--- src/rtl/io_scan_ctrl.sv ---
// io_scan_ctrl: board pin-walk sequencer.
// Drives one pin at a time across N_PINS tri-stateable pads and releases
// all other pins. Each pin is driven for a programmable dwell time. One
// break-before-make gap cycle follows each pin, with all enables low. A scan
// runs a programmable number of full passes (0 = run until stop).
//
// Ports:
//   clk, rst        clock; asynchronous active-high reset
//   start           begin scan (sampled only when idle)
//   stop            abort scan (honoured in any state; wins over start)
//   dwell           cycles each pin is driven (0 treated as 1), latched on start
//   polarity        0 = walk-zero, 1 = walk-one, latched on start
//   loops           full passes to run (0 = endless), latched on start
//   pause           (only with SCAN_PAUSE_EN) freezes the scan while driving
//   out_val/out_oe  registered pad values / one-hot-or-zero pad enables
//   pin_idx         index of the current pin
//   busy            high while driving or in a gap cycle
//   done            one-cycle pulse when a counted scan completes normally
//
// Build option: define SCAN_PAUSE_EN to add the pause input.
module io_scan_ctrl #(
  parameter int N_PINS  = 21,
  parameter int DWELL_W = 21,
  parameter int LOOP_W  = 8
) (
  input  logic               clk,
  input  logic               rst,
  input  logic               start,
  input  logic               stop,
  input  logic [DWELL_W-1:0] dwell,
  input  logic               polarity,
  input  logic [LOOP_W-1:0]  loops,
`ifdef SCAN_PAUSE_EN
  input  logic               pause,
`endif
  output logic [N_PINS-1:0]  out_val,
  output logic [N_PINS-1:0]  out_oe,
  output logic [4:0]         pin_idx,
  output logic               busy,
  output logic               done
);

  typedef enum logic [1:0] {
    S_IDLE,
    S_DRIVE,
    S_GAP,
    S_FINISH
  } state_t;

  localparam logic [4:0] LAST_PIN = 5'(N_PINS - 1);

  state_t             state_q, state_d;
  logic [4:0]         pin_idx_q, pin_idx_d;
  logic [DWELL_W-1:0] dwell_lat_q, dwell_lat_d;
  logic [DWELL_W-1:0] dwell_cnt_q, dwell_cnt_d;
  logic               pol_q, pol_d;
  logic [LOOP_W-1:0]  loops_q, loops_d;
  logic [LOOP_W-1:0]  loop_cnt_q, loop_cnt_d;
  logic [N_PINS-1:0]  out_val_q, out_val_d;
  logic [N_PINS-1:0]  out_oe_q, out_oe_d;
  logic               busy_q, busy_d;
  logic               done_q, done_d;

  logic               freeze;
  logic [DWELL_W-1:0] dwell_eff;
  logic [4:0]         pin_next;
  logic [N_PINS-1:0]  sel_next;
  logic [N_PINS-1:0]  sel_first;

  always_comb begin
`ifdef SCAN_PAUSE_EN
    freeze = pause;
`else
    freeze = 1'b0;
`endif
  end

  always_comb begin
    dwell_eff = (dwell == '0) ? DWELL_W'(1) : dwell;
    pin_next  = pin_idx_q + 5'd1;
    sel_next  = N_PINS'(1) << pin_next;
    sel_first = N_PINS'(1);
  end

  always_comb begin
    state_d     = state_q;
    pin_idx_d   = pin_idx_q;
    dwell_lat_d = dwell_lat_q;
    dwell_cnt_d = dwell_cnt_q;
    pol_d       = pol_q;
    loops_d     = loops_q;
    loop_cnt_d  = loop_cnt_q;
    out_val_d   = out_val_q;
    out_oe_d    = out_oe_q;
    busy_d      = busy_q;
    done_d      = 1'b0;

    unique case (state_q)
      S_IDLE: begin
        if (start && !stop) begin
          dwell_lat_d = dwell_eff;
          pol_d       = polarity;
          loops_d     = loops;
          pin_idx_d   = '0;
          loop_cnt_d  = '0;
          dwell_cnt_d = dwell_eff - DWELL_W'(1);
          state_d     = S_DRIVE;
          busy_d      = 1'b1;
          out_oe_d    = sel_first;
          out_val_d   = polarity ? sel_first : '0;
        end
      end

      S_DRIVE: begin
        if (!freeze) begin
          if (dwell_cnt_q == '0) begin
            state_d  = S_GAP;
            out_oe_d = '0;
          end else begin
            dwell_cnt_d = dwell_cnt_q - DWELL_W'(1);
          end
        end
      end

      S_GAP: begin
        dwell_cnt_d = dwell_lat_q - DWELL_W'(1);
        if (pin_idx_q != LAST_PIN) begin
          pin_idx_d = pin_next;
          state_d   = S_DRIVE;
          out_oe_d  = sel_next;
          out_val_d = pol_q ? sel_next : '0;
        end else begin
          pin_idx_d = '0;
          // Saturate so an endless scan never wraps the pass counter.
          if (loop_cnt_q != '1) begin
            loop_cnt_d = loop_cnt_q + LOOP_W'(1);
          end
          if ((loops_q != '0) && ((loop_cnt_q + LOOP_W'(1)) == loops_q)) begin
            state_d   = S_FINISH;
            busy_d    = 1'b0;
            done_d    = 1'b1;
            out_oe_d  = '0;
            out_val_d = '0;
          end else begin
            state_d   = S_DRIVE;
            out_oe_d  = sel_first;
            out_val_d = pol_q ? sel_first : '0;
          end
        end
      end

      S_FINISH: begin
        state_d = S_IDLE;
      end

      default: begin
        state_d = S_IDLE;
      end
    endcase

    // Abort overrides everything, including pause and a pending finish.
    if (stop && (state_q != S_IDLE)) begin
      state_d   = S_IDLE;
      out_oe_d  = '0;
      out_val_d = '0;
      busy_d    = 1'b0;
      pin_idx_d = '0;
      done_d    = 1'b0;
    end
  end

  always_ff @(posedge clk or posedge rst) begin
    if (rst) begin
      state_q     <= S_IDLE;
      pin_idx_q   <= '0;
      dwell_lat_q <= '0;
      dwell_cnt_q <= '0;
      pol_q       <= 1'b0;
      loops_q     <= '0;
      loop_cnt_q  <= '0;
      out_val_q   <= '0;
      out_oe_q    <= '0;
      busy_q      <= 1'b0;
      done_q      <= 1'b0;
    end else begin
      state_q     <= state_d;
      pin_idx_q   <= pin_idx_d;
      dwell_lat_q <= dwell_lat_d;
      dwell_cnt_q <= dwell_cnt_d;
      pol_q       <= pol_d;
      loops_q     <= loops_d;
      loop_cnt_q  <= loop_cnt_d;
      out_val_q   <= out_val_d;
      out_oe_q    <= out_oe_d;
      busy_q      <= busy_d;
      done_q      <= done_d;
    end
  end

  assign out_val = out_val_q;
  assign out_oe  = out_oe_q;
  assign pin_idx = pin_idx_q;
  assign busy    = busy_q;
  assign done    = done_q;

endmodule

--- config.mk ---
export PLATFORM = sky130hd
export DESIGN_NAME = io_scan_ctrl
export DESIGN_NICKNAME = d
export VERILOG_FILES = /design/src/rtl/io_scan_ctrl.sv
export SDC_FILE = /design/constraint.sdc
export NUM_CORES = 1
export LEC_CHECK = 0
export ABC_AREA = 1
export ABC_CLOCK_PERIOD_IN_PS = 3750
export CAP_MARGIN = 20
export CORE_MARGIN = 2
export CORE_UTILIZATION = 36
export DETAILED_ROUTE_END_ITERATION = 10
export GPL_TIMING_DRIVEN = 1
export PLACE_DENSITY_LB_ADDON = 0.3
export SYNTH_ARGS = -nofsm -noshare
export SYNTH_HDL_FRONTEND = slang
export SYNTH_SLANG_ARGS = --single-unit
--- constraint.sdc ---
create_clock -name clk -period 3.75 [get_ports clk]
set_input_delay 0.75 -clock clk [delete_from_list [all_inputs] [get_ports clk]]
set_output_delay 0.75 -clock clk [all_outputs]
set_load 0.005 [all_outputs]
# Yosys cells after proc, flatten, opt, wreduce, memory -nomap -nowiden
# Cells that the tools add are included.
# totals
reg_bits,110
latch_bits,0
ramBits,0
romBits,0
input_bits,34
out_inout_bits,49
elab_cells,92
mem_count,0
# classes
addsub,5
mul,0
n_div,0
magnitude_cmp,0
eq_ne,14
shifts,1
n_mux,41
n_bitwise,0
n_reduce_logical,20
# ops
op,n
two-way mux 21 bit,11
one-hot mux 21 bit (3 select lines),2
subtractor 21 x 1 -> 21 bit (second input constant),3
logical NOT 21 bit,2
one-hot mux 21 bit (2 select lines),1
two-way mux 8 bit,3
left shift 1 x 5 -> 21 bit (first input constant),1
one-hot mux 8 bit (2 select lines),1
two-way mux 5 bit,3
two-way mux 1 bit,12
!= test 3 bit (second input constant),4
two-way mux 2 bit,5
one-hot mux 5 bit (2 select lines),1
adder 8 x 1 -> 8 bit (second input constant),1
equality test 8 bit,1
!= test 2 bit (second input constant),4
!= test 8 bit (second input constant),1
one-hot mux 2 bit (4 select lines),1
AND reduction 4 bit,2
nonzero test 8 bit,1
AND reduction 2 bit,3
AND reduction 3 bit,2
nonzero test 3 bit,2
adder 5 x 1 -> 5 bit (second input constant),1
9 further kinds,13

# Depth between registers and ports, before layout
# Gate-level depths: netlist of run 1.
# logic_depth
ltp_word,7
depth_mapped,18
ltp_nobuf,15

# Worst setup path before layout of run 1
# No wires, ideal clock.
# synth_timing
path_type,register -> register
start,register state_q[1]
end,register dwell_cnt_q[20]
setup_time_ns,0.119
arrival_ns,2.362
required_ns,3.631
setup_slack_ns,1.270
path_stages_with_launch,18
n_path_buf,3
synth_period_minus_slack_ns,2.480
path_cell_list,dfrtp_1 -> inv_1 -> ha_1 -> buf_6 -> inv_4 -> buf_4 -> a21oi_1 -> o21ai_0 -> nand2_1 -> buf_2 -> ha_1 -> nand3_1 -> inv_2 -> nand2_2 -> nor2_4 -> nand3_1 -> nand3_1 -> o21ai_2
# synth_between
elab_chain_len,3
elab_cells_between_ends,8
cone_classes,eq/ne (4); mux (1); reduce/logical (3)
# synth_rtl
element,line_no,source
from (decl),52,"state_t state_q, state_d;"
from (signal assigned),186,state_q <= state_d;
"equality test 2 x 1 -> 1 bit, or another cell as far along",98,unique case (state_q)
!= test 2 bit (no source line) / nonzero test 3 bit (equally long branches),-,
AND reduction 3 bit (no source line),-,
to (signal assigned),189,dwell_cnt_q <= dwell_cnt_d;
to (decl),55,"logic [DWELL_W-1:0] dwell_cnt_q, dwell_cnt_d;"
# Parallel ways exist; a longest one is shown, timed or not.
# A chain may end at the register's enable or synchronous reset.

# Worst setup path in the final report of run 1
# layout_timing
start,register state_q[0]
end,register dwell_cnt_q[8]
# The elaborated chain is that of the path after synthesis.

==> metrics.yaml, run 1 <==
fin_crit_sh_pct: 80.03
finalSetupTns_ns: 0
ys_top_cells_by_area: "dfrtp_1 (43%), nand2_1 (18%), inv_1 (4.9%)"
p_leak_nw: 3.575
syn_avg_cell_area_um2: 7.339
grt_pass1_vias: 5338
yosys_most_used_dff: "dfrtp_1"
ios: 83
grt_remaining_overflow: 0
yosys_warnings: 0
detail_route.vias_per_cell: 4.971
core_um2: 17300
ant_nets: 0
p_per_area_nw_per_um2: 720.2
synth.top_cell.area_share_pct: 43.16
max_freq_ghz: 0.3332
crit_required_ns: 3.99
area_growth_pct: 20.38
vias: 5816
synth.ff_latch_count: 110
min_period_ns: 3.001
antenna_found_initial: 0
setup_viol: 0
wirelength_um: 16620
maxSlewHeadroom_pct: 45.10
cp-end-kind: "register"
track_usage_pct: 18.38
cts_tree: "yes"
max-clock-path-buffers: 2
drive_gt1_share_pct: 7.937
grt_pass1_wl_um: 27080
avgRoutedWirePerCell_um: 14.21
status: "finished, final reports clean"
final_hold_viol_count: 0
place_hpwl_um: 12290
slew_viol_final: 0
reg2reg_slack_ns: 0.75
maxCapViolCount: 0
synth_area_um2: 6377
h-tree-depth: 3
clock_skew_ns: 0.01167
hold_buffers: 0
async_reset_ff_share_pct: 100.0
yosysTopAreaCell: "dfrtp_1"
cts.repair.resized: 0
placed_cells: 1153
fp.dieW_um: 137.1
ys_seq_area_share_pct: 43.16
drc: 0
power_mw: 5.529
crit_type: "reg -> reg"
final_cell_count_no_fill: 1170
tightestPinTransition_ns: 0.8236
initial_utilization_pct: 36.87
drtIter0Drc: 450
layout_common_cells: "nand2_1 (304), dfrtp_1 (110), inv_1 (82), clkdlybuf4s50_1 (82), nor2_1 (65)"
clk_pin_slew_ns: 0.08
cts_made_buffers: 9
rows: 48
port_buffers: 82
layout_commonest_cell: "nand2_1"
grt_max_degree: 65
peakVddDrop_mv: 0.3778
post_cts_buffers: 0
synthCells: 869
rsz0062_at_grt: "no"
hold_class: "reg -> reg"
cts_num_sinks: 110
die-area_um2: 18800
worst_setup_path_start_kind: "register"
n_antenna_cell: 0
syn-num-nets: 915
first_pass_iters: 5
gp_congestion: 0.9520
die_h_um: 137.1
path_max_fanout: 16
final_nets: 986
clockRootBuffer: "clkbuf_16"
synth_edf_count: 0
ys_types: 38
crit_arrival_ns: 3.24
worstSkewPairLatency_ns: 0.36
## metrics by stage
step / hold WS, ns / cell area (um^2) / worst slack (ns) / util, %
2_1_floorplan: 0.4417 / 6377 / 0.09770 / -
3_3_place_gp: 0.4559 / 7380 / 0.6182 / 42.66
3_5_place_dp: 0.4579 / 7380 / 0.5444 / 42.66
4_1_cts: 0.4784 / 7670 / 0.8469 / 44.34
5_1_grt: 0.4923 / 7677 / 0.5132 / 44.39
6_report: 0.4723 / 7677 / 0.7487 / 44.39
## cell usage after synthesis, drive strengths merged (2+ instances only)
| master | number |
|---|---|
| a32o | 5 |
| nand3b | 3 |
| nand2 | 321 |
| nor3 | 6 |
| ha | 12 |
| nor2 | 78 |
| nand3 | 59 |
| inv | 92 |
| clkbuf | 17 |
| o21ai | 81 |
| dfrtp | 110 |
| xor2 | 8 |
| buf | 16 |
| o22ai | 6 |
| o31ai | 15 |
| nand4 | 25 |
| a21oi | 5 |
| o21a | 2 |
## sequential cells by signal (all words and copies together) (netlist names)
signal and flops:
done 1, busy 1, dwell_cnt_q 21, dwell_lat_q 21, loops_q 8, out_val 21, pol_q 1, loop_cnt_q 8
out_oe 21, pin_idx 5, state_q 2
## worst max-delay path, cell delays in order, from the launching register on
cell	delay (ns)
dfrtp_1	0.42
inv_1	0.11
ha_1	0.65
a21oi_1	0.12
o21ai_0	0.23
nand2_1	0.38
ha_1	0.35
nand3_1	0.15
inv_2	0.06
nand2_2	0.10
nor2_1	0.06
o21ai_0	0.14
o21ai_0	0.10
## cell type report
class,count,area (um^2)
fillers,1819,9619
clock buffers,10,229.0
well taps,225,281.5
repair buffers,93,915.9
clock inverters,6,61.31
multi-input cells,634,3087
inverters,92,350.3
flip-flops and latches,110,2753
## worst paths after layout
| kind | from | endpoint | cells after the start |
|---|---|---|---|
| worst max-delay path | state_q[0] | dwell_cnt_q[8] | 12 |
| worst min-delay path | dwell_lat_q[19] | dwell_lat_q[19] | 2 |
| worst max register to register | state_q[0] | dwell_cnt_q[8] | 12 |
| worst min register to register | dwell_lat_q[19] | dwell_lat_q[19] | 2 |
| max in group asynchronous | rst | done | 3 |
| min in group asynchronous | rst | dwell_cnt_q[2] | 2 |
## power breakdown
group          internal, mW  switching [mW]  total, mW
Combinational         0.876            1.96       2.83
Sequential             1.50           0.242       1.74
Clock                 0.469           0.487      0.956
## cells by family (layout without fill, tap and decap cells)
logic type | Yosys count | in the layout | share of synthesized area, %
flip-flops | 110 | 110 | 43.16
XOR/XNOR | 10 | 10 | 1.707
AND/OR/NAND/NOR | 494 | 494 | 33.27
AO/OA/AOI/OAI | 118 | 118 | 11.03
buffers and inverters | 125 | 201 | 8.476
adder cells (fa/ha/maj) | 12 | 12 | 2.354
## per-layer routing
layer | part of all wire (%) | track usage (%)
met1 | 49 | 26.47
met2 | 45 | 28.69
met3 | 5.0 | 2.556
met4 | 1.4 | 5.498
met5 | 0 | 0
(Power assumes the default switching activity.)
==> inputs of run 2 (changes only) <==
--- a/config.mk
+++ b/config.mk
@@ -6,7 +6,7 @@
 export NUM_CORES = 1
 export LEC_CHECK = 0
 export ABC_AREA = 1
-export ABC_CLOCK_PERIOD_IN_PS = 3750
+export ABC_CLOCK_PERIOD_IN_PS = 2540
 export CAP_MARGIN = 20
 export CORE_MARGIN = 2
 export CORE_UTILIZATION = 36
==> constraint.sdc (replaced) <==
create_clock -name clk -period 2.54 [get_ports clk]
set_input_delay 0.508 -clock clk [delete_from_list [all_inputs] [get_ports clk]]
set_output_delay 0.508 -clock clk [all_outputs]
set_load 0.005 [all_outputs]
==> metrics.yaml, run 2 (synthesis results as in run 1) <==
grt_remaining_overflow: 0  # unchanged
max-clock-path-buffers: 2  # unchanged
worstSkewPairLatency_ns: 0.37  # was 0.36 ns
crit_arrival_ns: 2.65  # was 3.24 ns
cts_tree: "yes"  # unchanged
ios: 83  # unchanged
crit_slowest_cell: "dfrtp_1"  # was ha_1
gp_congestion: 0.9286  # was 0.9520
slew_viol_final: 0  # unchanged
clock_skew_ns: 0.01369  # was 0.01167 ns
reg2reg_slack_ns: 0.14  # was 0.75 ns
cpPeakStageDelay_ns: 0.46  # was 0.65 ns
tightestPinTransition_ns: 0.7314  # was 0.8236 ns
grt_max_degree: 52  # was 65
fp.dieW_um: 137.1  # unchanged
drive_gt1_share_pct: 10.14  # was 7.937%
track_usage_pct: 18.58  # was 18.38%
cp_top_family: "compound AO/OA/AOI/OAI gates"  # was adder cells
power_frac_comb_pct: 52.4  # was 51.2%
setup_viol: 0  # unchanged
port_buffers: 82  # unchanged
detail_route.vias_per_cell: 4.935  # was 4.971
area_growth_pct: 23.68  # was 20.38%
n_antenna_cell: 0  # unchanged
clockRootBuffer: "clkbuf_16"  # unchanged
fin_crit_sh_pct: 94.43  # was 80.03%
timing.rr.start: "state_q[1]"  # was state_q[0]
h-tree-depth: 3  # unchanged
maxSlewHeadroom_pct: 51.18  # was 45.10%
r2r_cells: 11  # was 12
swShare_pct: 47.61  # was 48.57%
cp_cell_sequence: "inv_1 > ha_1 > buf_4 > nand2_1 > nand2_1 > o21ai_1 > nand2_1 > a21oi_1 > nand3_1 > nand3_1 > nand2_1"  # was inv_1 > ha_1 > a21oi_1 > o21ai_0 > nand2_1 > ha_1 > nand3_1 > inv_2 > nand2_2 > nor2_1 > o21ai_0 > o21ai_0
hold_class: "in -> async"  # was reg -> reg
peakVddDrop_mv: 0.4729  # was 0.3778 mV
first_pass_iters: 5  # unchanged
rsz0062_at_grt: "yes"  # was no
p_switching_mw: 4.003  # was 2.686 mW
cp_common_cell: "nand2_1"  # was o21ai_0
p_per_area_nw_per_um2: 1066  # was 720.2 nW/um^2
crit_required_ns: 2.79  # was 3.99 ns
p_leak_nw: 3.689  # was 3.575 nW
ant_nets: 0  # unchanged
cts_num_sinks: 110  # unchanged
vias: 5877  # was 5816
final_hold_viol_count: 0  # unchanged
cp-end-kind: "register"  # unchanged
place_ws_ns: -0.08233  # was 0.5444 ns
avgRoutedWirePerCell_um: 13.94  # was 14.21 um
min_period_ns: 2.398  # was 3.001 ns
clk_pin_slew_ns: 0.08  # about the same
p_seq_share_pct: 30.5  # was 31.5%
core_um2: 17300  # unchanged
cts_made_buffers: 9  # unchanged
internal-power_mw: 4.405  # was 2.843 mW
grt_pass1_wl_um: 27390  # was 27080 um
grt_pass1_vias: 5466  # was 5338
die-area_um2: 18800  # unchanged
layout_common_cells: "nand2_1 (304), dfrtp_1 (110), inv_1 (82), clkdlybuf4s50_1 (82), nor2_1 (65)"  # unchanged
layout_commonest_cell: "nand2_1"  # unchanged
drtIter0Drc: 428  # was 450
status: "finished, final reports clean"  # unchanged
clockPowerShare_pct: 17.1  # was 17.3%
worst-path-buf-inv: 2  # unchanged
rows: 48  # unchanged
place_hpwl_um: 12380  # was 12290 um
drc: 0  # unchanged
wirelength_um: 16610  # was 16620 um
r2r_end: "dwell_cnt_q[19]"  # was dwell_cnt_q[8]
final_nets: 1007  # was 986
worst_slack_ns: 0.1415  # was 0.7487 ns
max_freq_ghz: 0.4169  # was 0.3332 GHz
antenna_found_initial: 0  # unchanged
initial_utilization_pct: 36.87  # unchanged
final_cell_count_no_fill: 1191  # was 1170
maxCapViolCount: 0  # unchanged
placed_cells: 1175  # was 1153
path_max_fanout: 5  # was 16
finalSetupTns_ns: 0  # unchanged
die_h_um: 137.1  # unchanged
crit_type: "reg -> reg"  # unchanged
worst_setup_path_start_kind: "register"  # unchanged
[run 2: what timing repair did]
| action | 4_1_cts | 5_1_grt |
|---|---|---|
| hold buffers | 0 | 0 |
| setup buffers | 0 | 0 |
| gates resized for setup | 0 | 3 |
| endpoints found under the hold margin | 0 | 0 |
| setup endpoints to repair | 0 | 26 |
[run 2: worst max-delay path by stage]
stage                from              end  slack [ns]  cells after the start
2_1_floorplan  state_q[1]  dwell_cnt_q[20]        0.06                     17
3_3_place_gp    dwell[18]  dwell_cnt_q[12]       -0.04                     13
3_5_place_dp     dwell[3]   dwell_cnt_q[8]       -0.08                     14
4_1_cts        state_q[0]       out_oe[18]        0.12                     11
5_1_grt        state_q[1]  dwell_cnt_q[16]       -0.02                     13
6_report       state_q[1]  dwell_cnt_q[19]        0.14                     11
[run 2: through the flow]
step	utilization [%]	total power, mW	hold WS, ns	cell area, um^2
after global routing	45.60	9.167	0.4826	7888
after floorplan	-	5.761	0.4417	6381
after global placement	43.77	6.909	0.4545	7571
after detailed placement	43.77	6.951	0.4585	7571
after CTS	45.46	8.412	0.4669	7863
final	45.60	8.408	0.4630	7888
[run 2: layout make-up]
cell class                 count  area [um^2]
clock buffer                  10        229.0
clock inverter                 6        62.56
fill                        1779         9409
inverter                      92        351.6
multi-input combinational    634         3112
sequential                   110         2753
tap                          225        281.5
timing repair buffer         114         1099
[run 2: layer usage]
metal | vias to the layer above | wire, um | GRT usage [%]
met5 | - | 0 | 0
met4 | 0 | 279 | 5.842
met3 | 20 | 859 | 3.370
met2 | 159 | 7586 | 29.27
met1 | 2717 | 7881 | 25.93
li1 | 2981 | - | -
[run 2: power by group through the flow]
stage | registers (mW) | logic (mW) | clock network (mW)
3_5_place_dp | 2.59 | 4.36 | 0
6_report | 2.57 | 4.40 | 1.44
2_1_floorplan | 2.49 | 3.27 | 0
4_1_cts | 2.56 | 4.38 | 1.47
3_3_place_gp | 2.59 | 4.32 | 0
5_1_grt | 2.63 | 5.00 | 1.54
==> inputs of run 3 (changes only) <==
--- a/config.mk
+++ b/config.mk
@@ -8,6 +8,7 @@
 export ABC_AREA = 1
 export ABC_CLOCK_PERIOD_IN_PS = 2540
 export CAP_MARGIN = 20
+export CORE_ASPECT_RATIO = 1.5
 export CORE_MARGIN = 2
 export CORE_UTILIZATION = 36
 export DETAILED_ROUTE_END_ITERATION = 10
==> metrics.yaml, run 3 (synthesis results as in run 1) <==
crit_arrival_ns: 2.57  # was 2.65 ns
max-clock-path-buffers: 2  # unchanged
r2r_cells: 14  # was 11
antenna_found_initial: 0  # unchanged
vias: 5887  # was 5877
layout_common_cells: "nand2_1 (304), dfrtp_1 (110), inv_1 (82), clkdlybuf4s50_1 (82), nor2_1 (64)"  # was nand2_1 (304), dfrtp_1 (110), inv_1 (82), clkdlybuf4s50_1 (82), nor2_1 (65)
crit_required_ns: 2.78  # was 2.79 ns
met1_usage_pct: 20.94  # was 25.93%
first_pass_iters: 7  # was 5
fin_crit_sh_pct: 91.80  # was 94.43%
hp-start: "dwell_lat_q[12]"
wirelength_um: 17240  # was 16610 um
port_buffers: 82  # unchanged
layout_commonest_cell: "nand2_1"  # unchanged
cts_tree: "yes"  # unchanged
h-tree-depth: 3  # unchanged
hold_buffers: 0  # unchanged
drc: 0  # unchanged
reg2reg_slack_ns: 0.21  # was 0.14 ns
avgRoutedWirePerCell_um: 14.62  # was 13.94 um
status: "finished, final reports clean"  # unchanged
grt_remaining_overflow: 0  # unchanged
drtIter0Drc: 386  # was 428
grt_max_degree: 111  # was 52
clock_skew_ns: 0.007717  # was 0.01369 ns
drive_gt1_share_pct: 10.14  # unchanged
place_hpwl_um: 13280  # was 12380 um
grt_pass1_wl_um: 28320  # was 27390 um
path_max_fanout: 12  # was 5
detail_route.vias_per_cell: 4.993  # was 4.935
busiest_layer: "met2"  # unchanged
grt_pass1_vias: 5653  # was 5466
fillers: 1766  # was 1779
initial_utilization_pct: 36.76  # was 36.87%
rsz0062_at_grt: "no"  # was yes
hold_class: "reg -> reg"  # was in -> async
track_usage_pct: 18.80  # was 18.58%
clockRootBuffer: "clkbuf_16"  # unchanged
n_antenna_cell: 0  # unchanged
ant_nets: 0  # unchanged
cts_made_buffers: 9  # unchanged
cp-end-kind: "register"  # unchanged
die-area_um2: 18820  # was 18800 um^2
grtUsageMet3_pct: 2.147  # was 3.370%
worst_setup_path_start_kind: "register"  # unchanged
die_h_um: 167.0  # was 137.1 um
setup_viol: 0  # unchanged
whs_ns: 0.4733  # was 0.4630 ns
p_per_area_nw_per_um2: 1077  # was 1066 nW/um^2
finalSetupTns_ns: 0  # unchanged
holdPathStages: 2
crit_type: "reg -> reg"  # unchanged
final_hold_viol_count: 0  # unchanged
max_freq_ghz: 0.4289  # was 0.4169 GHz
gp_congestion: 0.9035  # was 0.9286
area_growth_pct: 23.43  # was 23.68%
ios: 83  # unchanged
maxSlewHeadroom_pct: 53.85  # was 51.18%
r2r_end: "dwell_cnt_q[20]"  # was dwell_cnt_q[19]
rows: 59  # was 48
peakVddDrop_mv: 0.5929  # was 0.4729 mV
min_to: "dwell_lat_q[12]"
maxCapViolCount: 0  # unchanged
core_um2: 17350  # was 17300 um^2
slew_viol_final: 0  # unchanged
p_leak_nw: 3.689  # about the same
min_period_ns: 2.332  # was 2.398 ns
cts_num_sinks: 110  # unchanged
timing.rr.start: "state_q[1]"  # unchanged
fp.dieW_um: 112.7  # was 137.1 um
tightestPinTransition_ns: 0.6914  # was 0.7314 ns
clk_pin_slew_ns: 0.07  # was 0.08 ns
final_nets: 1007  # unchanged
worstSkewPairLatency_ns: 0.35  # was 0.37 ns
grtUsageMet2_pct: 35.10  # was 29.27%
[run 3: cell count changes in the layout (fill, tap and decap cells not counted), sizes merged]
cell,before,now
clkinvlp,1,2
bufinv,0,1
clkbuf,10,11
inv,95,93
clkinv,2,1
[run 3: layout make-up]
class | count | area (um^2) | area share [%]
multi-input cells | 634 | 3102 | 39.41
clock buffers | 11 | 242.7 | 3.084
well taps | 213 | 266.5 | 3.386
clock inverters | 5 | 66.31 | 0.8425
flip-flops and latches | 110 | 2753 | 34.97
repair buffers | 114 | 1090 | 13.85
inverters | 92 | 351.6 | 4.467
[run 3: worst max-delay path by stage]
stage / from / to
5_1_grt: state_q[1] / dwell_cnt_q[20]
3_5_place_dp: dwell[9] / dwell_cnt_q[8]
4_1_cts: state_q[1] / dwell_cnt_q[16]
2_1_floorplan: state_q[1] / dwell_cnt_q[20]
6_report: state_q[1] / dwell_cnt_q[20]
3_3_place_gp: dwell[3] / dwell_cnt_q[4]
[run 3: layer usage]
metal  share of wire [%]  vias to the layer above  wire length (um)
met5                   0                        -                 0
met2                  54                      153              9268
li1                    -                     2985                 -
met4                 3.5                        0               612
met1                  39                     2714              6730
met3                 3.7                       35               631
[run 3: where the power goes]
group | leakage (nW) | switching (mW) | total [mW] | internal, mW
clock network | 0.148 | 0.671 | 1.48 | 0.806
logic | 2.09 | 2.93 | 4.43 | 1.50
registers | 1.45 | 0.354 | 2.57 | 2.21
[run 3: critical path, cell delays in order, from the launching register on]
cell and delay, ns:
dfrtp_1 0.41, inv_1 0.12, ha_1 0.19, buf_4 0.18
buf_4 0.19, nand2_1 0.07, nand2_1 0.06, o21ai_1 0.21
nand2_1 0.15, nor2_4 0.15, nand2_2 0.09, nor2_4 0.14
nand3_1 0.08, nand3_1 0.11, o21ai_2 0.05
[run 3: what timing repair did]
action                     4_1_cts  5_1_grt
buffers inserted                 0        0
setup endpoints to repair        0        8
gates resized for setup          0        4
[run 3: per-stage QoR]
step | util, % | power, mW | setup slack (ns) | std cells | instance area, um^2
after CTS | 45.27 | 8.497 | 0.1110 | 1179 | 7853
final | 45.37 | 8.477 | 0.2082 | 1179 | 7871
after global routing | 45.37 | 9.235 | 0.006249 | 1179 | 7871
after detailed placement | 43.48 | 6.997 | 0.07311 | 1163 | 7543
after global placement | 43.48 | 6.959 | 0.1088 | 1163 | 7543
after floorplan | - | 5.761 | 0.05988 | 869 | 6381
